<file path="src/rtl/qam_symbol_scheduler.sv">
`default_nettype none
// ============================================================================
//  Module   : qam_symbol_scheduler
//  Purpose  : Packs an LSB-first byte stream into log2(POINTS)-bit symbol
//             indices and emits the matching {imag,real} constellation entry
//             on a registered valid/ready stream with frame/packet last flag.
//  Revision : 1.0  initial release
// ============================================================================
module qam_symbol_scheduler #(
  parameter int POINTS            = 16,
  parameter int INTEGER_PART      = 5,
  parameter int SYMBOLS_PER_FRAME = 64
) (
  input  logic                                           clk,
  input  logic                                           rst,
  input  logic [POINTS-1:0][2*INTEGER_PART-1:0]          constellation_points,
  input  logic [7:0]                                     s_data,
  input  logic                                           s_valid,
  input  logic                                           s_last,
  output logic                                           s_ready,
  output logic [2*INTEGER_PART-1:0]                      m_data,
  output logic [$clog2(POINTS)-1:0]                      m_index,
  output logic                                           m_valid,
  output logic                                           m_last,
  input  logic                                           m_ready
);

  localparam int c_BPS = $clog2(POINTS);
  localparam int c_BW  = c_BPS + 7;
  localparam int c_CW  = $clog2(c_BW + 1);
  localparam int c_FW  = (SYMBOLS_PER_FRAME > 1) ? $clog2(SYMBOLS_PER_FRAME) : 1;
  localparam int c_DW  = 2 * INTEGER_PART;

  localparam logic [c_CW-1:0] c_CNT_BPS   = c_CW'(c_BPS);
  localparam logic [c_CW-1:0] c_CNT_BYTE  = c_CW'(8);
  localparam logic [c_FW-1:0] c_FRAME_END = c_FW'(SYMBOLS_PER_FRAME - 1);
  localparam logic [c_FW-1:0] c_FRAME_ONE = c_FW'(1);

  localparam logic [1:0] c_ST_FILL  = 2'd0;
  localparam logic [1:0] c_ST_EMIT  = 2'd1;
  localparam logic [1:0] c_ST_FLUSH = 2'd2;

  logic [1:0]       r_state;
  logic [1:0]       w_state_nxt;
  logic [c_BW-1:0]  r_buf;
  logic [c_BW-1:0]  w_buf_nxt;
  logic [c_CW-1:0]  r_cnt;
  logic [c_CW-1:0]  w_cnt_nxt;
  logic [c_CW-1:0]  w_cnt_after;
  logic             r_flush;
  logic             w_flush_nxt;
  logic [c_FW-1:0]  r_frame_cnt;
  logic             r_m_valid;
  logic             r_m_last;
  logic [c_DW-1:0]  r_m_data;
  logic [c_BPS-1:0] r_m_index;
  logic             w_s_ready;
  logic             w_can_load;
  logic             w_slot_free;
  logic             w_load;
  logic             w_accept;
  logic             w_last_sym;
  logic [c_BPS-1:0] w_idx;
  logic [c_BW-1:0]  w_ins;

  assign w_slot_free = !r_m_valid || m_ready;
  assign w_load      = w_slot_free && w_can_load;
  assign w_accept    = s_valid && w_s_ready;
  // Bits above cnt are always zero, so the low BPS bits give a zero-padded index.
  assign w_idx       = r_buf[c_BPS-1:0];
  assign w_ins       = {{(c_BW-8){1'b0}}, s_data} << r_cnt;
  assign w_cnt_after = (r_cnt >= c_CNT_BPS) ? (r_cnt - c_CNT_BPS) : '0;
  assign w_last_sym  = (r_flush && (w_cnt_after == '0)) || (r_frame_cnt == c_FRAME_END);

  // Next buffer contents: a symbol load shifts bits out, a byte accept appends above.
  always_comb begin
    w_buf_nxt   = r_buf;
    w_cnt_nxt   = r_cnt;
    w_flush_nxt = r_flush;
    if (w_load) begin
      w_buf_nxt = r_buf >> c_BPS;
      w_cnt_nxt = w_cnt_after;
      if (r_flush && (w_cnt_after == '0)) begin
        w_flush_nxt = 1'b0;
      end
    end else if (w_accept) begin
      w_buf_nxt   = r_buf | w_ins;
      w_cnt_nxt   = r_cnt + c_CNT_BYTE;
      w_flush_nxt = s_last;
    end
  end

  // State register: tracks whether the buffer is filling, emitting or draining.
  always_ff @(posedge clk or posedge rst) begin
    if (rst) begin
      r_state <= c_ST_FILL;
    end else begin
      r_state <= w_state_nxt;
    end
  end

  // Next state follows the next buffer occupancy and flush flag.
  always_comb begin
    w_state_nxt = c_ST_FILL;
    if (w_flush_nxt) begin
      w_state_nxt = c_ST_FLUSH;
    end else if (w_cnt_nxt >= c_CNT_BPS) begin
      w_state_nxt = c_ST_EMIT;
    end
  end

  // State outputs: accept bytes only while filling; load whenever bits are available.
  always_comb begin
    w_s_ready  = 1'b0;
    w_can_load = 1'b0;
    case (r_state)
      c_ST_FILL:  w_s_ready  = !rst;
      c_ST_EMIT:  w_can_load = 1'b1;
      c_ST_FLUSH: w_can_load = (r_cnt != '0);
      default:    ;
    endcase
  end

  // Bit buffer, occupancy count and packet flush flag.
  always_ff @(posedge clk or posedge rst) begin
    if (rst) begin
      r_buf   <= '0;
      r_cnt   <= '0;
      r_flush <= 1'b0;
    end else begin
      r_buf   <= w_buf_nxt;
      r_cnt   <= w_cnt_nxt;
      r_flush <= w_flush_nxt;
    end
  end

  // Frame symbol counter restarts after every symbol carrying last.
  always_ff @(posedge clk or posedge rst) begin
    if (rst) begin
      r_frame_cnt <= '0;
    end else if (w_load) begin
      r_frame_cnt <= w_last_sym ? '0 : (r_frame_cnt + c_FRAME_ONE);
    end
  end

  // Output symbol register; the table is sampled only when a symbol is loaded.
  always_ff @(posedge clk or posedge rst) begin
    if (rst) begin
      r_m_valid <= 1'b0;
      r_m_last  <= 1'b0;
      r_m_data  <= '0;
      r_m_index <= '0;
    end else if (w_load) begin
      r_m_valid <= 1'b1;
      r_m_last  <= w_last_sym;
      r_m_data  <= constellation_points[w_idx];
      r_m_index <= w_idx;
    end else if (w_slot_free) begin
      r_m_valid <= 1'b0;
      r_m_last  <= 1'b0;
    end
  end

  assign s_ready = w_s_ready;
  assign m_valid = r_m_valid;
  assign m_last  = r_m_last;
  assign m_data  = r_m_data;
  assign m_index = r_m_index;

endmodule
`default_nettype wire

</file>
<file path="config.mk">
export PLATFORM = sky130hd
export DESIGN_NAME = qam_symbol_scheduler
export DESIGN_NICKNAME = d
export VERILOG_FILES = /design/src/rtl/qam_symbol_scheduler.sv
export SDC_FILE = /design/constraint.sdc
export NUM_CORES = 1
export LEC_CHECK = 0
export CAP_MARGIN = 40
export CORE_MARGIN = 2
export CORE_UTILIZATION = 42
export CTS_CLUSTER_DIAMETER = 150
export DETAILED_ROUTE_END_ITERATION = 6
export MAX_ROUTING_LAYER = met4
export PLACE_DENSITY = 0.88
export SLEW_MARGIN = 20
export SYNTH_ARGS = -nofsm -noshare
export SYNTH_HDL_FRONTEND = slang
export SYNTH_SLANG_ARGS = --single-unit
</file>
<file path="constraint.sdc">
create_clock -name clk -period 4.6 [get_ports clk]
set_clock_uncertainty 0.15 [all_clocks]
set_input_delay 0.46 -clock clk [delete_from_list [all_inputs] [get_ports clk]]
set_output_delay 0.46 -clock clk [all_outputs]
set_load 0.01 [all_outputs]
</file>
==> flow_metrics.env <==
export IMPL_place_ws_ps=1945
export IMPL_r2r_end="r_buf[4]"
export IMPL_slew_viol_final=0
export IMPL_syn_area_sq_um=3262
export IMPL_synth_main_ff_cell="dfrtp_1"
export IMPL_fin_util_pct=69.75
export IMPL_synth_seq_cells=39
export IMPL_cts_buffers=5
export IMPL_crit_fanout=27
export IMPL_yosys_warnings=0
export IMPL_yosysSeqAreaShare_pct=29.92
export IMPL_h_tree_depth=2
export IMPL_cts_resized=0
export IMPL_drt_iter0_markers=266
export IMPL_vias=3250
export IMPL_grt_pass1_vias=3441
export IMPL_r2r_cells=4
export IMPL_fin_setup_tns_ps=0
export IMPL_wire_per_inst_um=19.93
export IMPL_synth_edff_count=0
export IMPL_clk_pin_slew_ps=70
export IMPL_use_met3_pct=6.738
export IMPL_die_h_um=92.13
export IMPL_cp_arrival_ps=2800
export IMPL_clock_path_buffers=2
export IMPL_synth_async_reset_ratio_pct=100.0
export IMPL_period_share_pct=59.58
export IMPL_grt_pass1_wl_mm=17.51
export IMPL_clock_sinks=39
export IMPL_viasPerCell=5.773
export IMPL_layout_commonest_cell="clkdlybuf4s50_1"
export IMPL_hpwlAfterDp_mm=9.241
export IMPL_p_leak_nw=2.022
export IMPL_ant_nets=0
export IMPL_synthCells=288
export IMPL_relSlewSlack_pct=46.53
export IMPL_maxCapViolCount=0
export IMPL_core_area_sq_um=7607
export IMPL_port_buffers=189
export IMPL_grt_max_degree=43
export IMPL_cts_setup_buffers=0
export IMPL_dieArea_sq_um=8487
export IMPL_endpoint_kind="flip-flop"
export IMPL_cts_tree="built"
export IMPL_ir_drop_v=0.0002645
export IMPL_postCtsHoldBufs=0
export IMPL_setup_viol=0
export IMPL_nets=638
export IMPL_p_per_area_nw_per_um2=466.6
export IMPL_diodes=0
export IMPL_grt_ovfl_total=0
export IMPL_yosysUniqueCellTypes=45
export IMPL_grt_met1_usage_pct=32.72
export IMPL_die_x_um=92.13
export IMPL_crit_chain="o41a_1 -> o211ai_4 -> nand3_1 -> o21ai_0"
export IMPL_cp_data_required_time_ps=4660
export IMPL_detail_route_first_pass_iterations=4
export IMPL_start_util_pct=42.88
export IMPL_rsz0062_at_grt="false"
export IMPL_slowest_delay_ps=680
export IMPL_critPathSlowestCell="o211ai_4"
export IMPL_grt_use_met2_pct=47.67
export IMPL_num_io_pins=190
export IMPL_antenna_found_initial=0
export IMPL_gp_congestion=0.8852
export IMPL_grt_usage_pct=28.09
export IMPL_power_mw=2.476
export IMPL_tightest_slew_ps=798.2
export IMPL_fin_ws_ps=1859
export IMPL_synth_fp_nets=465
export IMPL_finalHoldViolCount=0
export IMPL_max_freq_mhz=364.9
export IMPL_rows=32
export IMPL_path_class="reg2reg"
export IMPL_drive_gt1_share_pct=14.53
export IMPL_endpoint="r_buf[4]"
export IMPL_hold_path_class="reg2reg"
export IMPL_busiest_layer="met2"
export IMPL_final_cell_mix="clkdlybuf4s50_1, mux4_2, dfrtp_1"
export IMPL_fin_crit_ps=2741
export IMPL_routed_wl_mm=11.22
export IMPL_rrSetupSlack_ps=1860
export IMPL_avgSynthCellArea_sq_um=11.33
export IMPL_drcViolationCount=0
export IMPL_worstSkewPairLatency_ps=290
export IMPL_status="complete, no violations"
export IMPL_root_buffer="clkbuf_8"
export IMPL_startpoint_type="flip-flop"
export IMPL_syn_to_final_growth_pct=62.68
## power by group
group / leakage [nW] / total [mW] / switching, mW / internal [mW]
sequential: 0.477 / 0.694 / 0.206 / 0.488
combinational: 1.50 / 1.55 / 0.654 / 0.892
clock: 0.0470 / 0.235 / 0.118 / 0.118
## cell families after synthesis
family	share of synthesized area, %
fa+ha+maj	1.534
mux	39.28
simple gates	9.781
compound gates	14.15
flops	29.92
buf+inv	5.332
## stage by stage
step,cells,hold slack [ps],area [sq um]
after floorplan,288,298.3,3262
after global placement,553,308.1,5144
after detailed placement,554,317.1,5171
after CTS,561,332.0,5259
after global routing,563,354.0,5306
final,563,329.7,5306
## final cells by class
| type | count | area [sq um] |
|---|---|---|
| Clock inverter | 1 | 5.005 |
| Sequential cell | 39 | 978.4 |
| Inverter | 5 | 18.77 |
| Fill cell | 537 | 2301 |
| Timing Repair Buffer | 194 | 1982 |
| Multi-Input combinational cell | 216 | 2112 |
| Clock buffer | 6 | 82.58 |
| Tap cell | 102 | 127.6 |
## registers in the layout, summed over array words and instances (netlist names), named ones only
name and count:
m_last 1, m_index 4, r_state 1, r_cnt 2, m_valid 1, r_flush 1, m_data 10, r_buf 11
r_frame_cnt 6
## Yosys cell counts, types with 2 or more instances
| master | instances | area, sq um |
|---|---|---|
| buf_6 | 4 | 45.04 |
| buf_2 | 10 | 50.05 |
| dfrtp_1 | 39 | 975.9 |
| inv_1 | 5 | 18.77 |
| mux4_2 | 40 | 900.9 |
| a21o_1 | 2 | 15.01 |
| clkbuf_1 | 9 | 33.78 |
| or2_2 | 2 | 12.51 |
| o211ai_1 | 3 | 22.52 |
| mux2i_1 | 29 | 290.3 |
| nand2_1 | 29 | 108.9 |
| nand3_1 | 2 | 10.01 |
| mux2_2 | 8 | 90.09 |
| a21oi_1 | 17 | 85.08 |
| or4_1 | 2 | 15.01 |
| o22ai_1 | 17 | 106.4 |
| and3_1 | 2 | 12.51 |
| o31ai_1 | 2 | 15.01 |
| o21ai_0 | 16 | 80.08 |
| buf_1 | 3 | 11.26 |
| nor2b_1 | 3 | 18.77 |
| nand2b_1 | 4 | 25.02 |
| ha_1 | 4 | 50.05 |
| nand3b_1 | 3 | 22.52 |
| nor3_1 | 5 | 25.02 |
| nor4b_1 | 2 | 17.52 |
| nor2_1 | 6 | 22.52 |
| a211o_1 | 2 | 17.52 |
| buf_4 | 2 | 15.01 |
## critical path, delay by kind of cell (launching register included)
kind | cells | cell delay [ps]
AND/OR/NAND/NOR | 1 | 350
AO/OA/AOI/OAI | 3 | 1550
flip-flops | 1 | 600
## worst min path at each step
| stage | from | to | slack (ps) | cells past startpoint |
|---|---|---|---|---|
| final | m_last | m_last | 330 | 2 |
| after global routing | m_last | m_last | 350 | 2 |
| after CTS | m_last | m_last | 330 | 2 |
| after detailed placement | m_last | m_last | 320 | 2 |
| after global placement | m_last | m_last | 310 | 2 |
| after floorplan | r_buf[4] | r_buf[0] | 300 | 2 |
## per-layer routing
layer	vias to the layer above	share of wire [%]	routed length [um]
met2	168	54	6043
met1	1579	36	4005
met5	-	0	0
li1	1479	-	-
met3	24	7.8	879
met4	0	2.6	293
Note: power is estimated with default switching activity, not from simulation.
